`src/rtl/muldiv_pkg.sv`:
```
// muldiv_pkg: shared constants for the RV32M sequencer and the ALU decoder.
//   XLEN       operand/result width (32 only)
//   DIV_STEPS  restoring-divide iterations
//   OP_*       SELECT codes for the M-extension ops
//   state_t    sequencer state encoding
package muldiv_pkg;
    localparam int XLEN      = 32;
    localparam int DIV_STEPS = 32;

    localparam logic [4:0] OP_MUL    = 5'b01000;
    localparam logic [4:0] OP_MULH   = 5'b01001;
    localparam logic [4:0] OP_MULHSU = 5'b01010;
    localparam logic [4:0] OP_MULHU  = 5'b01011;
    localparam logic [4:0] OP_DIV    = 5'b01100;
    localparam logic [4:0] OP_DIVU   = 5'b01101;
    localparam logic [4:0] OP_REM    = 5'b01110;
    localparam logic [4:0] OP_REMU   = 5'b01111;

    typedef enum logic [2:0] {
        ST_IDLE,
        ST_MUL,
        ST_DIV,
        ST_FIX,
        ST_DONE
    } state_t;

    // Magnitude of v when treated as signed; the most negative value maps
    // to itself, which is still the right unsigned magnitude.
    function automatic logic [XLEN-1:0] mag(input logic [XLEN-1:0] v, input logic is_signed);
        return (is_signed && v[XLEN-1]) ? -v : v;
    endfunction
endpackage

```
`src/rtl/muldiv_sequencer_div_step.sv`:
```
// div_step: one combinational restoring-division step.
//   rem, quo      current partial remainder / quotient (dividend bits shift out of quo)
//   divisor       unsigned divisor
//   rem_next      remainder after shift and trial subtract
//   quo_next      quotient after shift, LSB set when the subtract succeeded
module div_step
    import muldiv_pkg::*;
(
    input  logic [XLEN-1:0] rem,
    input  logic [XLEN-1:0] quo,
    input  logic [XLEN-1:0] divisor,
    output logic [XLEN-1:0] rem_next,
    output logic [XLEN-1:0] quo_next
);
    logic [XLEN:0]   shifted;
    logic [XLEN+1:0] diff;
    logic            borrow;

    always_comb begin
        // Shifted remainder can need XLEN+1 bits; the extra top bit of diff
        // is the borrow of the trial subtract.
        shifted  = {rem, quo[XLEN-1]};
        diff     = {1'b0, shifted} - {2'b00, divisor};
        borrow   = diff[XLEN+1];
        rem_next = borrow ? XLEN'(shifted) : XLEN'(diff);
        quo_next = {quo[XLEN-2:0], ~borrow};
    end
endmodule

```
`src/rtl/muldiv_sequencer.sv`:
```
// muldiv_sequencer: multi-cycle RV32M unit for the EX stage.
//   CLK, RESET      clock, synchronous active-high reset
//   START, SELECT   issue request and op code (01xxx accepted when not busy)
//   DATA1, DATA2    rs1 / rs2 operands, latched at issue
//   FLUSH           abort the in-flight op, no result
//   BUSY            op in flight (MUL / DIV / FIX states)
//   RESULT_VALID    one-cycle completion strobe
//   RESULT          last completed result, held between completions
module muldiv_sequencer
    import muldiv_pkg::*;
(
    input  logic            CLK,
    input  logic            RESET,
    input  logic            START,
    input  logic [4:0]      SELECT,
    input  logic [XLEN-1:0] DATA1,
    input  logic [XLEN-1:0] DATA2,
    input  logic            FLUSH,
    output logic            BUSY,
    output logic            RESULT_VALID,
    output logic [XLEN-1:0] RESULT
);
    state_t state, state_nxt;

    logic [2:0]      op_q;
    logic [XLEN-1:0] a_q, b_q;
    logic [XLEN-1:0] rem_q, quo_q, dvsr_q;
    logic [5:0]      cnt_q;
    logic            neg_q_q, neg_r_q;
    logic [XLEN-1:0] result_q;

    // Issue decode, evaluated on the live inputs
    logic            in_busy, start_ok, in_signed, in_special;
    logic [XLEN-1:0] special_res;

    assign in_busy  = (state == ST_MUL) || (state == ST_DIV) || (state == ST_FIX);
    assign start_ok = START && !in_busy && !FLUSH && (SELECT[4:3] == 2'b01);

    always_comb begin
        in_signed   = !SELECT[0];
        in_special  = 1'b0;
        special_res = '0;
        if (DATA2 == '0) begin
            in_special  = 1'b1;
            special_res = SELECT[1] ? DATA1 : '1;
        end else if (in_signed && DATA1 == 32'h8000_0000 && DATA2 == 32'hFFFF_FFFF) begin
            in_special  = 1'b1;
            special_res = SELECT[1] ? '0 : 32'h8000_0000;
        end
    end

    // Multiply: extend each operand to 33 bits per op, keep the low 64
    // bits of the 66-bit product (the top two bits never reach RESULT).
    logic               a_sgn, b_sgn;
    logic signed [32:0] ax, bx;
    logic [63:0]        prod;
    logic [XLEN-1:0]    mul_res;

    always_comb begin
        a_sgn   = (op_q[1:0] == 2'b01) || (op_q[1:0] == 2'b10);
        b_sgn   = (op_q[1:0] == 2'b01);
        ax      = {a_sgn & a_q[XLEN-1], a_q};
        bx      = {b_sgn & b_q[XLEN-1], b_q};
        prod    = 64'(66'(ax) * 66'(bx));
        mul_res = (op_q[1:0] == 2'b00) ? prod[31:0] : prod[63:32];
    end

    // Divide datapath
    logic [XLEN-1:0] rem_nxt, quo_nxt, fix_res;

    div_step u_div_step (
        .rem      (rem_q),
        .quo      (quo_q),
        .divisor  (dvsr_q),
        .rem_next (rem_nxt),
        .quo_next (quo_nxt)
    );

    always_comb begin
        if (op_q[1]) fix_res = neg_r_q ? -rem_q : rem_q;
        else         fix_res = neg_q_q ? -quo_q : quo_q;
    end

    // FSM: state register
    always_ff @(posedge CLK) begin
        if (RESET) state <= ST_IDLE;
        else       state <= state_nxt;
    end

    // FSM: next state
    always_comb begin
        state_nxt = state;
        if (FLUSH) begin
            state_nxt = ST_IDLE;
        end else begin
            case (state)
                ST_IDLE, ST_DONE: begin
                    state_nxt = ST_IDLE;
                    if (start_ok) begin
                        if (!SELECT[2])     state_nxt = ST_MUL;
                        else if (in_special) state_nxt = ST_DONE;
                        else                 state_nxt = ST_DIV;
                    end
                end
                ST_MUL:  state_nxt = ST_DONE;
                ST_DIV:  state_nxt = (cnt_q == 6'd1) ? ST_FIX : ST_DIV;
                ST_FIX:  state_nxt = ST_DONE;
                default: state_nxt = ST_IDLE;
            endcase
        end
    end

    // FSM: outputs
    always_comb begin
        BUSY         = in_busy;
        RESULT_VALID = (state == ST_DONE);
        RESULT       = result_q;
    end

    // Operand, iteration and result registers
    always_ff @(posedge CLK) begin
        if (RESET) begin
            op_q     <= '0;
            a_q      <= '0;
            b_q      <= '0;
            rem_q    <= '0;
            quo_q    <= '0;
            dvsr_q   <= '0;
            cnt_q    <= '0;
            neg_q_q  <= 1'b0;
            neg_r_q  <= 1'b0;
            result_q <= '0;
        end else if (start_ok) begin
            op_q <= SELECT[2:0];
            a_q  <= DATA1;
            b_q  <= DATA2;
            if (SELECT[2]) begin
                if (in_special) begin
                    result_q <= special_res;
                end else begin
                    rem_q   <= '0;
                    quo_q   <= mag(DATA1, in_signed);
                    dvsr_q  <= mag(DATA2, in_signed);
                    cnt_q   <= 6'(DIV_STEPS);
                    neg_q_q <= in_signed & (DATA1[XLEN-1] ^ DATA2[XLEN-1]);
                    neg_r_q <= in_signed & DATA1[XLEN-1];
                end
            end
        end else if (!FLUSH) begin
            case (state)
                ST_MUL: result_q <= mul_res;
                ST_DIV: begin
                    rem_q <= rem_nxt;
                    quo_q <= quo_nxt;
                    cnt_q <= cnt_q - 6'd1;
                end
                ST_FIX: result_q <= fix_res;
                default: ;
            endcase
        end
    end
endmodule

```
`config.mk`:
```
export PLATFORM = sky130hd
export DESIGN_NAME = muldiv_sequencer
export DESIGN_NICKNAME = d
export VERILOG_FILES = /design/src/rtl/muldiv_pkg.sv /design/src/rtl/muldiv_sequencer_div_step.sv /design/src/rtl/muldiv_sequencer.sv
export SDC_FILE = /design/constraint.sdc
export NUM_CORES = 2
export LEC_CHECK = 0
export CAP_MARGIN = 20
export CORE_AREA = 2 2 589 357
export DETAILED_ROUTE_END_ITERATION = 12
export DIE_AREA = 0 0 591 359
export HOLD_SLACK_MARGIN = 0.06
export SLEW_MARGIN = 5
export SYNTH_ARGS = -nofsm -noshare
export SYNTH_HDL_FRONTEND = slang
export SYNTH_SLANG_ARGS = --single-unit
```
`constraint.sdc`:
```
create_clock -name CLK -period 20.7 [get_ports CLK]
set_input_delay 4.14 -clock CLK [delete_from_list [all_inputs] [get_ports CLK]]
set_output_delay 4.14 -clock CLK [all_outputs]
set_load 0.01 [all_outputs]
```
Word level (Yosys, flattened, before mapping)
Index checks and enable logic that the tools add are counted.
{"block": "op_classes", "n_bitwise": 7, "n_mux": 38, "add_sub_neg": 6, "reduce_logical": 24, "n_mul": 1, "eq_ne": 14}
{"op": "32-bit 2-to-1 mux", "n": 25}
{"op": "32-bit negator", "n": 4}
{"op": "32-bit == test, second input constant", "n": 2}
{"op": "33-bit by 33-bit multiplier with 64-bit output", "n": 1}
{"op": "32-bit one-hot mux with 2 select lines", "n": 1}
{"op": "33-bit by 32-bit subtractor with 34-bit output", "n": 1}
{"op": "32-bit zero test", "n": 1}
{"op": "6-bit 2-to-1 mux", "n": 5}
{"op": "3-bit 2-to-1 mux", "n": 3}
{"op": "3-bit one-hot mux with 3 select lines", "n": 1}
{"op": "4-bit AND reduction", "n": 2}
{"op": "1-bit logical AND", "n": 7}
{"op": "3-bit by 2-bit == test with 1-bit output, second input constant", "n": 2}
{"op": "6-bit by 1-bit == test with 1-bit output, second input constant", "n": 1}
{"op": "2-bit OR reduction", "n": 3}
{"op": "6-bit by 1-bit subtractor with 6-bit output, second input constant", "n": 1}
{"op": "1-bit AND", "n": 4}
{"op": "2-bit by 1-bit == test with 1-bit output, second input constant", "n": 2}
{"op": "2-bit by 1-bit != test with 1-bit output, second input constant", "n": 2}
{"op": "2-bit != test, second input constant", "n": 2}
{"op": "3-bit by 1-bit == test with 1-bit output, second input constant", "n": 1}
{"op": "3-bit == test, second input constant", "n": 1}
{"op": "1-bit zero test", "n": 3}
{"op": "3-bit zero test", "n": 1}
{"op": "9 further kinds", "n": 14}
{"block": "totals", "out_inout_bits": 34, "register_bits": 205, "input_bits": 73, "elab_cells": 101}

Longest topological paths before layout
{"block": "depth", "ltp_word": 9, "ltp_mapped": 33, "ltp_nobuf": 30}

By module
From an unflattened synthesis, not the netlist that was laid out.
{"block": "unflattened", "cells_unflattened": 6182, "hier_area_um2": 52076.2}
{"module": "muldiv_sequencer", "area_each_um2": 49764.0, "cells_each": 5837, "instances": 1, "seq_area_each_um2": 4103.9}
{"module": "div_step", "area_each_um2": 2312.2, "cells_each": 345, "instances": 1, "seq_area_each_um2": 0.0}

Worst setup path after synthesis
Ideal clock, no wire load.
{"block": "synth_path", "kind": "register to register", "start": "reg op_q[1]", "end": "reg result_q[26], in the netlist RESULT[26]", "stages_incl_launch_ff": 32, "setup_time_ns": 0.091, "path_buffers": 3, "required_ns": 20.609, "period_less_slack_ns": 8.958, "setup_slack_ns": 11.742, "arrival_time_ns": 8.867, "cell_sequence": "dfxtp_1 > clkbuf_1 > clkinv_1 > ha_1 > and2_0 > clkbuf_1 > nand2_1 > inv_1 > fa_1 > fa_1 > fa_1 > fa_1 > inv_1 > fa_1 > inv_1 > fa_1 > inv_1 > fa_1 > fa_1 > inv_1 > ha_1 > clkbuf_1 > nand4_1 > nor2_1 > nand4_1 > or3_1 > o32a_1 > o2111ai_1 > nand2_1 > xnor2_1 > o221ai_1 > a311oi_1"}
{"block": "synth_via", "elab_chain_cells": 8, "word_cells_on_any_way": 12, "classes_between": "mul (1); eq/ne (2); mux (5); bitwise (2); reduce/logical (2)"}
{"item": "start: declaration", "line_no": "muldiv_sequencer.sv:25", "source": "logic [2:0] op_q;"}
{"item": "start signal: assignment", "line_no": "muldiv_sequencer.sv:134", "source": "op_q <= SELECT[2:0];"}
{"item": "2-bit by 1-bit == test with 1-bit output / 2-bit == test (equally long branches)", "line_no": "muldiv_sequencer.sv:60, muldiv_sequencer.sv:61"}
{"item": "1-bit logical OR", "line_no": "muldiv_sequencer.sv:60", "source": "a_sgn = (op_q[1:0] == 2'b01) || (op_q[1:0] == 2'b10);"}
{"item": "1-bit AND", "line_no": "muldiv_sequencer.sv:62", "source": "ax = {a_sgn & a_q[XLEN-1], a_q};"}
{"item": "33-bit by 33-bit multiplier with 64-bit output", "line_no": "muldiv_sequencer.sv:64", "source": "prod = 64'(66'(ax) * 66'(bx));"}
{"item": "32-bit 2-to-1 mux", "line_no": "muldiv_sequencer.sv:65", "source": "mul_res = (op_q[1:0] == 2'b00) ? prod[31:0] : prod[63:32];"}
{"item": "32-bit one-hot mux with 2 select lines *", "line_no": "muldiv_sequencer.sv:150", "source": "case (state)"}
{"item": "32-bit 2-to-1 mux *", "line_no": "muldiv_sequencer.sv:149", "source": "end else if (!FLUSH) begin"}
{"item": "32-bit 2-to-1 mux *", "line_no": "muldiv_sequencer.sv:133", "source": "end else if (start_ok) begin"}
{"item": "end signal: assignment", "line_no": "muldiv_sequencer.sv:139", "source": "result_q <= special_res;"}
{"item": "end signal: assignment", "line_no": "muldiv_sequencer.sv:151", "source": "ST_MUL: result_q <= mul_res;"}
{"item": "end signal: assignment", "line_no": "muldiv_sequencer.sv:157", "source": "ST_FIX: result_q <= fix_res;"}
{"item": "end: declaration", "line_no": "muldiv_sequencer.sv:30", "source": "logic [XLEN-1:0] result_q;"}
Mark *: on every way between the ends. The rest lies on a longest branch, timed or not. The select of a mux whose other input is x is not followed.
A chain may end at the register's enable or synchronous reset.

Worst setup path after layout
Ends and elaborated chain as after synthesis.

==> metrics <==
run status complete, no violations; crit path launch type flop; pwr/cell area 18.9 mW/mm²; DRT iter0 DRCs 5134; largest net degree at the start of global routing 80; min-delay src a_q[11]$_SDFFE_PP0P_; Synth Warn # 0; area grow syn2layout 8.72%; antenna violations before repair 7; post-route ant nets 0; crit path kind reg2reg; first-pass GRT wire length 281000 µm; Die Area 0.212 mm²; Distinct cells, synth 79; WL per Instance 21.3 µm; Crit path arrival time 11.21 ns; Hold Violations, Final 0; Residual DRC 0; clk sinks 205; vias in the first global route 42877; Synth async-reset ratio 0%; vias per cell 4.85; PortBufs 106; routed vias 42327; Worst setup EP type flop; Register-to-Register Path Depth 30; wirelength, routed 186000 µm; core area 0.207 mm²; RSZ-0062 raised after global routing false; fin area 0.0559 mm²; Rel. slew slack 22.4%; Leak 24.2 nW; Hold Path End a_q[11]$_SDFFE_PP0P_; crit-path max FO 19; period utilization 51.9%; Worst Hold Depth 2; GRT Residual Overflow 0; Max-Cap Viols 0; fmax 93.1 MHz; Row Count 130; routability cong. 0.961; htree depth 1; met1 Usage GRT 27.2%; Avg Synthesized Cell Area 8.44 µm²; post-synthesis register bit count 205; Inserted Clock Buffers 22; Peak VDD IR 0.0550 mV; worst r2r dst RESULT[26]$_SDFFE_PP0P_; number of fill cells in the layout 22268; reg-to-reg startpoint op_q[1]$_SDFFE_PP0P_; Top Usage Layer GRT met1; grt met3 use 7.45%; Slew Limit Fails 0; Synth Instances 6093; Tot GR Track Use 17.5%; clock skew 0.0517 ns; Max Root-Sink Buffers 3; Resize count post-CTS 0; initial core utilization 24.8%; Worst-path clk slew 0.07 ns; Tmin final 10.74 ns; setup bufs post-CTS 0; post-synthesis sequential area ratio 7.98%; DP Area 0.0552 mm²; GR Layer Usage met2 21.9%; CTS root buffer clkbuf_16; Util after Layout 27.0%; Worst Path Required 21.18 ns; Post-Synthesis Cell Area 0.0514 mm²; # IOs 107; TNS Setup 0 ns; detailed placer's ending HPWL 147000 µm; crit-path most repeated cell fa_1; Die H 359 µm; CTS tree built; worst-skew pair later-pin latency 0.58 ns; Final setup viols 0; Hold Path Class reg2reg; Worst-Margin Slew 1.16 ns; reg-to-reg setup timing slack 9.96 ns; Hold-fix buffers, CTS 0; layout cells sized above 1 2.99%; DRT Pass-1 Iters 6; NumNets Final 7395; Post-synth EDFFs 0; Primary FF master, synth dfxtp_1; max incr delay on CP 0.94 ns; slowest stage cell, crit path ha_1; Syn Nets 7545; die width 591 µm
[per-stage QoR]
| step | worst slack [ns] | std cells | hold slack [ns] | power [mW] |
|---|---|---|---|---|
| after detailed placement | 10.19 | 8690 | 0.447 | 0.649 |
| after CTS | 10.18 | 8729 | 0.456 | 1.05 |
| after global routing | 9.46 | 8731 | 0.490 | 1.09 |
| after global placement | 10.50 | 8690 | 0.442 | 0.646 |
| after floorplan | 11.74 | 6093 | 0.432 | 0.551 |
| final | 9.96 | 8732 | 0.456 | 1.06 |
[registers in the layout, summed over array words and instances, names as in the netlist, 2 cells and up]
name / flops
RESULT: 32
a_q: 32
b_q: 32
dvsr_q: 32
quo_q: 32
rem_q: 32
cnt_q: 6
state: 3
op_q: 2
[critical path, delay by kind of cell, from the launching register on]
family	cells	cell delay, ns
AO/OA/AOI/OAI	4	0.71
XOR/XNOR	1	0.15
buffers and inverters	8	1.44
adder cells (fa/ha/maj)	10	5.72
flip-flops	1	0.33
AND/OR/NAND/NOR	7	2.28
[routing by layer]
| metal | share of wire [%] | routed length [µm] | vias to the layer above |
|---|---|---|---|
| met3 | 15 | 28400 | 167 |
| li1 | - | - | 18197 |
| met2 | 36 | 67400 | 2374 |
| met1 | 47 | 87300 | 21589 |
| met4 | 1.5 | 2750 | 0 |
| met5 | 0 | 0 | - |
[Yosys cell counts (6+ instances only)]
library cell     n  area share [%]
mux2i_1         21            0.41
buf_1            7           0.051
nor2_1         217             1.6
o221ai_1         7            0.12
nand2b_1        14            0.17
or3_1           14            0.17
a221oi_1         8            0.14
nand3_1         35            0.34
nor4_1          21            0.26
or4_1           20            0.29
o21bai_1        21            0.31
o41ai_1         19            0.32
and3_1          32            0.39
buf_2           15            0.15
o21ai_0        173             1.7
and2_1         280             3.4
nor2b_1         14            0.17
xor2_1          83             1.4
o31a_1           6            0.10
o2111ai_1        7            0.12
xnor2_1        121             2.1
or2_2           19            0.23
o31ai_1         31            0.45
a31oi_1         23            0.28
nor3_1          38            0.37
clkbuf_1       337             2.5
a21oi_1        252             2.5
ha_1           253             6.2
a21o_1          40            0.58
a211oi_1        60            0.88
fa_1          1126              44
o22ai_1          6           0.073
dfxtp_1        205             8.0
a22o_1          10            0.17
nand2_1       1100             8.0
a311oi_1        22            0.37
o21a_1          20            0.29
o211ai_1        51            0.74
buf_4            7            0.10
inv_1         1253             9.1
nand4_1         33            0.40
[worst max path at each step]
| stage | startpoint | endpoint | slack [ns] |
|---|---|---|---|
| floorplan | op_q[1]$_SDFFE_PP0P_ | RESULT[26]$_SDFFE_PP0P_ | 11.74 |
| global route | op_q[1]$_SDFFE_PP0P_ | RESULT[26]$_SDFFE_PP0P_ | 9.46 |
| detailed placement | op_q[1]$_SDFFE_PP0P_ | RESULT[26]$_SDFFE_PP0P_ | 10.19 |
| global placement | op_q[1]$_SDFFE_PP0P_ | RESULT[26]$_SDFFE_PP0P_ | 10.50 |
| CTS | op_q[1]$_SDFFE_PP0P_ | RESULT[26]$_SDFFE_PP0P_ | 10.18 |
| finish | op_q[1]$_SDFFE_PP0P_ | RESULT[26]$_SDFFE_PP0P_ | 9.96 |
[area by class of cell]
type | count | area, µm² | area share (%)
antenna | 2 | 5.00 | 0.00895
clock buffer | 33 | 652 | 1.17
clock inverter | 6 | 48.8 | 0.0872
inverter | 1255 | 4710 | 8.42
multi-input combinational | 4264 | 41200 | 73.7
sequential | 205 | 4110 | 7.35
tap | 2772 | 3470 | 6.20
timing repair buffer | 195 | 1730 | 3.09
[power by group]
part | internal, mW | leakage, nW | total (mW) | switching, mW
logic | 0.0760 | 22.2 | 0.245 | 0.169
clock network | 0.219 | 0.347 | 0.409 | 0.190
registers | 0.399 | 1.66 | 0.404 | 0.00510
total | 0.694 | 24.2 | 1.06 | 0.364
[logic make-up after synthesis]
group | after synthesis | synth area share (%)
AND/OR/NAND/NOR | 1863 | 16.3
multiplexers | 21 | 0.409
AO/OA/AOI/OAI | 797 | 9.89
flip-flops | 205 | 7.98
XOR/XNOR | 204 | 3.47
buffers and inverters | 1624 | 12.0
adder cells (fa/ha/maj) | 1379 | 50.0
[placed cells by master (no fill, tap or decap), types with 23 or more instances in the layout]
cell,count
nand4_1,33
a21o_1,40
a21oi_1,252
nor2_1,216
o21ai_0,173
nand3_1,35
a31oi_1,23
nor3_1,36
and2_1,280
fa_1,1126
nand2_1,1099
xor2_1,83
dfxtp_1,199
o211ai_1,51
buf_4,88
clkdlybuf4s50_1,105
o31ai_1,31
a211oi_1,60
and3_1,32
ha_1,253
inv_1,1253
xnor2_1,121
Power figures use the tool's default switching activity.
==> edit (config.mk and constraints unchanged) <==
Register the output `RESULT`; this adds one clock of latency there. The other outputs are not delayed to match.
--- a/src/rtl/muldiv_sequencer.sv
+++ b/src/rtl/muldiv_sequencer.sv
@@ -21,4 +21,6 @@
     output logic [XLEN-1:0] RESULT
 );
+
+    logic [XLEN-1:0] RESULT_d;
     state_t state, state_nxt;
 
@@ -115,5 +117,5 @@
         BUSY         = in_busy;
         RESULT_VALID = (state == ST_DONE);
-        RESULT       = result_q;
+        RESULT_d     = result_q;
     end
 
@@ -160,4 +162,8 @@
         end
     end
+    always_ff @(posedge CLK) begin
+        RESULT <= RESULT_d;
+    end
+
 endmodule
 
Behaviour: not the same (a bounded check fails within 4 cycles, from zero or initial values and one cycle with RESET high).
==> edit against the unedited design <==
Worst setup slack improved by 430 ps; total power increased by 13%; wire length decreased by 1.7%; synthesized area increased by 1.3%; sequential cell count increased by 32; cell area increased by 1.6%; combinational power decreased by 3%; clock skew decreased by 24 ps.
==> edit: results (changes against the unedited design) <==
{| class="wikitable"
! Metric !! Value
|-
| Result of the run || complete, no violations (unchanged)
|-
| Clock buffer count from CTS || 24 (was 22)
|-
| Compound-cell area share of the yosys netlist || 9.463% (was 9.886%)
|-
| Adder-Cell Fraction of Synth Area || 49.31% (was 49.97%)
|-
| Clock group || 485 uW (was 409 uW)
|-
| Fraction of met2 tracks used by global routing || 22.82% (was 21.93%)
|-
| Post-Syn Instances || 6,133 (was 6,093)
|-
| Wire length of the first global-routing pass || 277,000 um (was 280,900 um)
|-
| Proportion of synthesized area in mux cells || 0.6024% (was 0.4086%)
|-
| Count of placed standard cells including taps || 8,739 (was 8,690)
|-
| Pre-Repair DR Iteration Count || 7 (was 6)
|-
| Global-route track usage on met1 || 25.96% (was 27.22%)
|-
| Half-perimeter wire length after placement || 143,800 um (was 146,500 um)
|-
| Power spent charging and discharging nets || 400.1 uW (was 364.2 uW)
|-
| Number of DRC violations after detailed-routing iteration 0 || 4,670 (was 5,134)
|-
| Reg-to-reg endpoint || RESULT_d[24] (was RESULT[26])
|-
| Cell with the largest stage delay on the worst path || sky130_fd_sc_hd__fa_1 (was sky130_fd_sc_hd__ha_1)
|-
| Peak ir drop on the vdd network || 0.00005752 V (was 0.00005498 V)
|-
| Post-Syn Nets || 7,585 (was 7,545)
|-
| Top cells by count, synth || sky130_fd_sc_hd__inv_1, sky130_fd_sc_hd__fa_1, sky130_fd_sc_hd__nand2_1 (unchanged)
|-
| Leakage power summed over all cells || 0.02462 uW (was 0.02421 uW)
|-
| Layout Nets || 7,448 (was 7,395)
|-
| Post-Route WL || 182,700 um (was 185,800 um)
|-
| XOR/XNOR Fraction of Synth Area || 3.461% (was 3.473%)
|-
| Critical Path AT || 10,850 ps (was 11,210 ps)
|-
| Depth of the worst register-to-register path || 31 (was 30)
|-
| Combinational-cell power consumption || 237 uW (was 245 uW)
|-
| Worst Hold Launch || RESULT_d[6] (was a_q[11])
|-
| # diodes || 0 (was 2)
|-
| DR vias/cell || 4.843 (was 4.847)
|-
| Sequential share of the synthesized area || 9.101% (was 7.977%)
|-
| Routability cong. || 0.9668 (was 0.9606)
|}
[edit: layout make-up]
class | count | area, um2 | share of cell area (%)
multi-input combinational | 4276 | 41310 | 72.66
sequential | 237 | 4751 | 8.357
inverter | 1260 | 4730 | 8.320
tap | 2772 | 3468 | 6.101
timing repair buffer | 197 | 1782 | 3.134
clock buffer | 30 | 653.1 | 1.149
clock inverter | 13 | 157.7 | 0.2773
[edit: per-stage QoR]
step | utilization, % | hold slack [ps] | cell area (um2) | total power (uW) | worst slack, ps
detailed placement | 26.99 | 386.8 | 55970 | 708.4 | 10560
finish | 27.41 | 381.8 | 56850 | 1191 | 10390
CTS | 27.38 | 381.0 | 56780 | 1188 | 10530
global placement | 26.99 | 388.4 | 55970 | 705.9 | 10710
floorplan | - | 325.9 | 52140 | 614.7 | 12020
global route | 27.41 | 381.1 | 56850 | 1231 | 9790
[edit: worst max-delay path by stage]
| stage | start | endpoint | slack [ps] | cells after the start |
|---|---|---|---|---|
| after detailed placement | op_q[1] | RESULT_d[24] | 10560 | 31 |
| after global routing | op_q[1] | RESULT_d[26] | 9790 | 31 |
| after global placement | op_q[1] | RESULT_d[24] | 10710 | 31 |
| after CTS | op_q[1] | RESULT_d[24] | 10530 | 31 |
| after floorplan | op_q[1] | RESULT_d[26] | 12020 | 30 |
| final | op_q[1] | RESULT_d[24] | 10390 | 31 |
[edit: layer usage]
| layer | up-vias | share of wire (%) |
|---|---|---|
| met2 | 2369 | 38 |
| met4 | 6 | 1.8 |
| li1 | 18340 | - |
| met1 | 21620 | 45 |
| met3 | 216 | 14 |
| met5 | - | 0.021 |
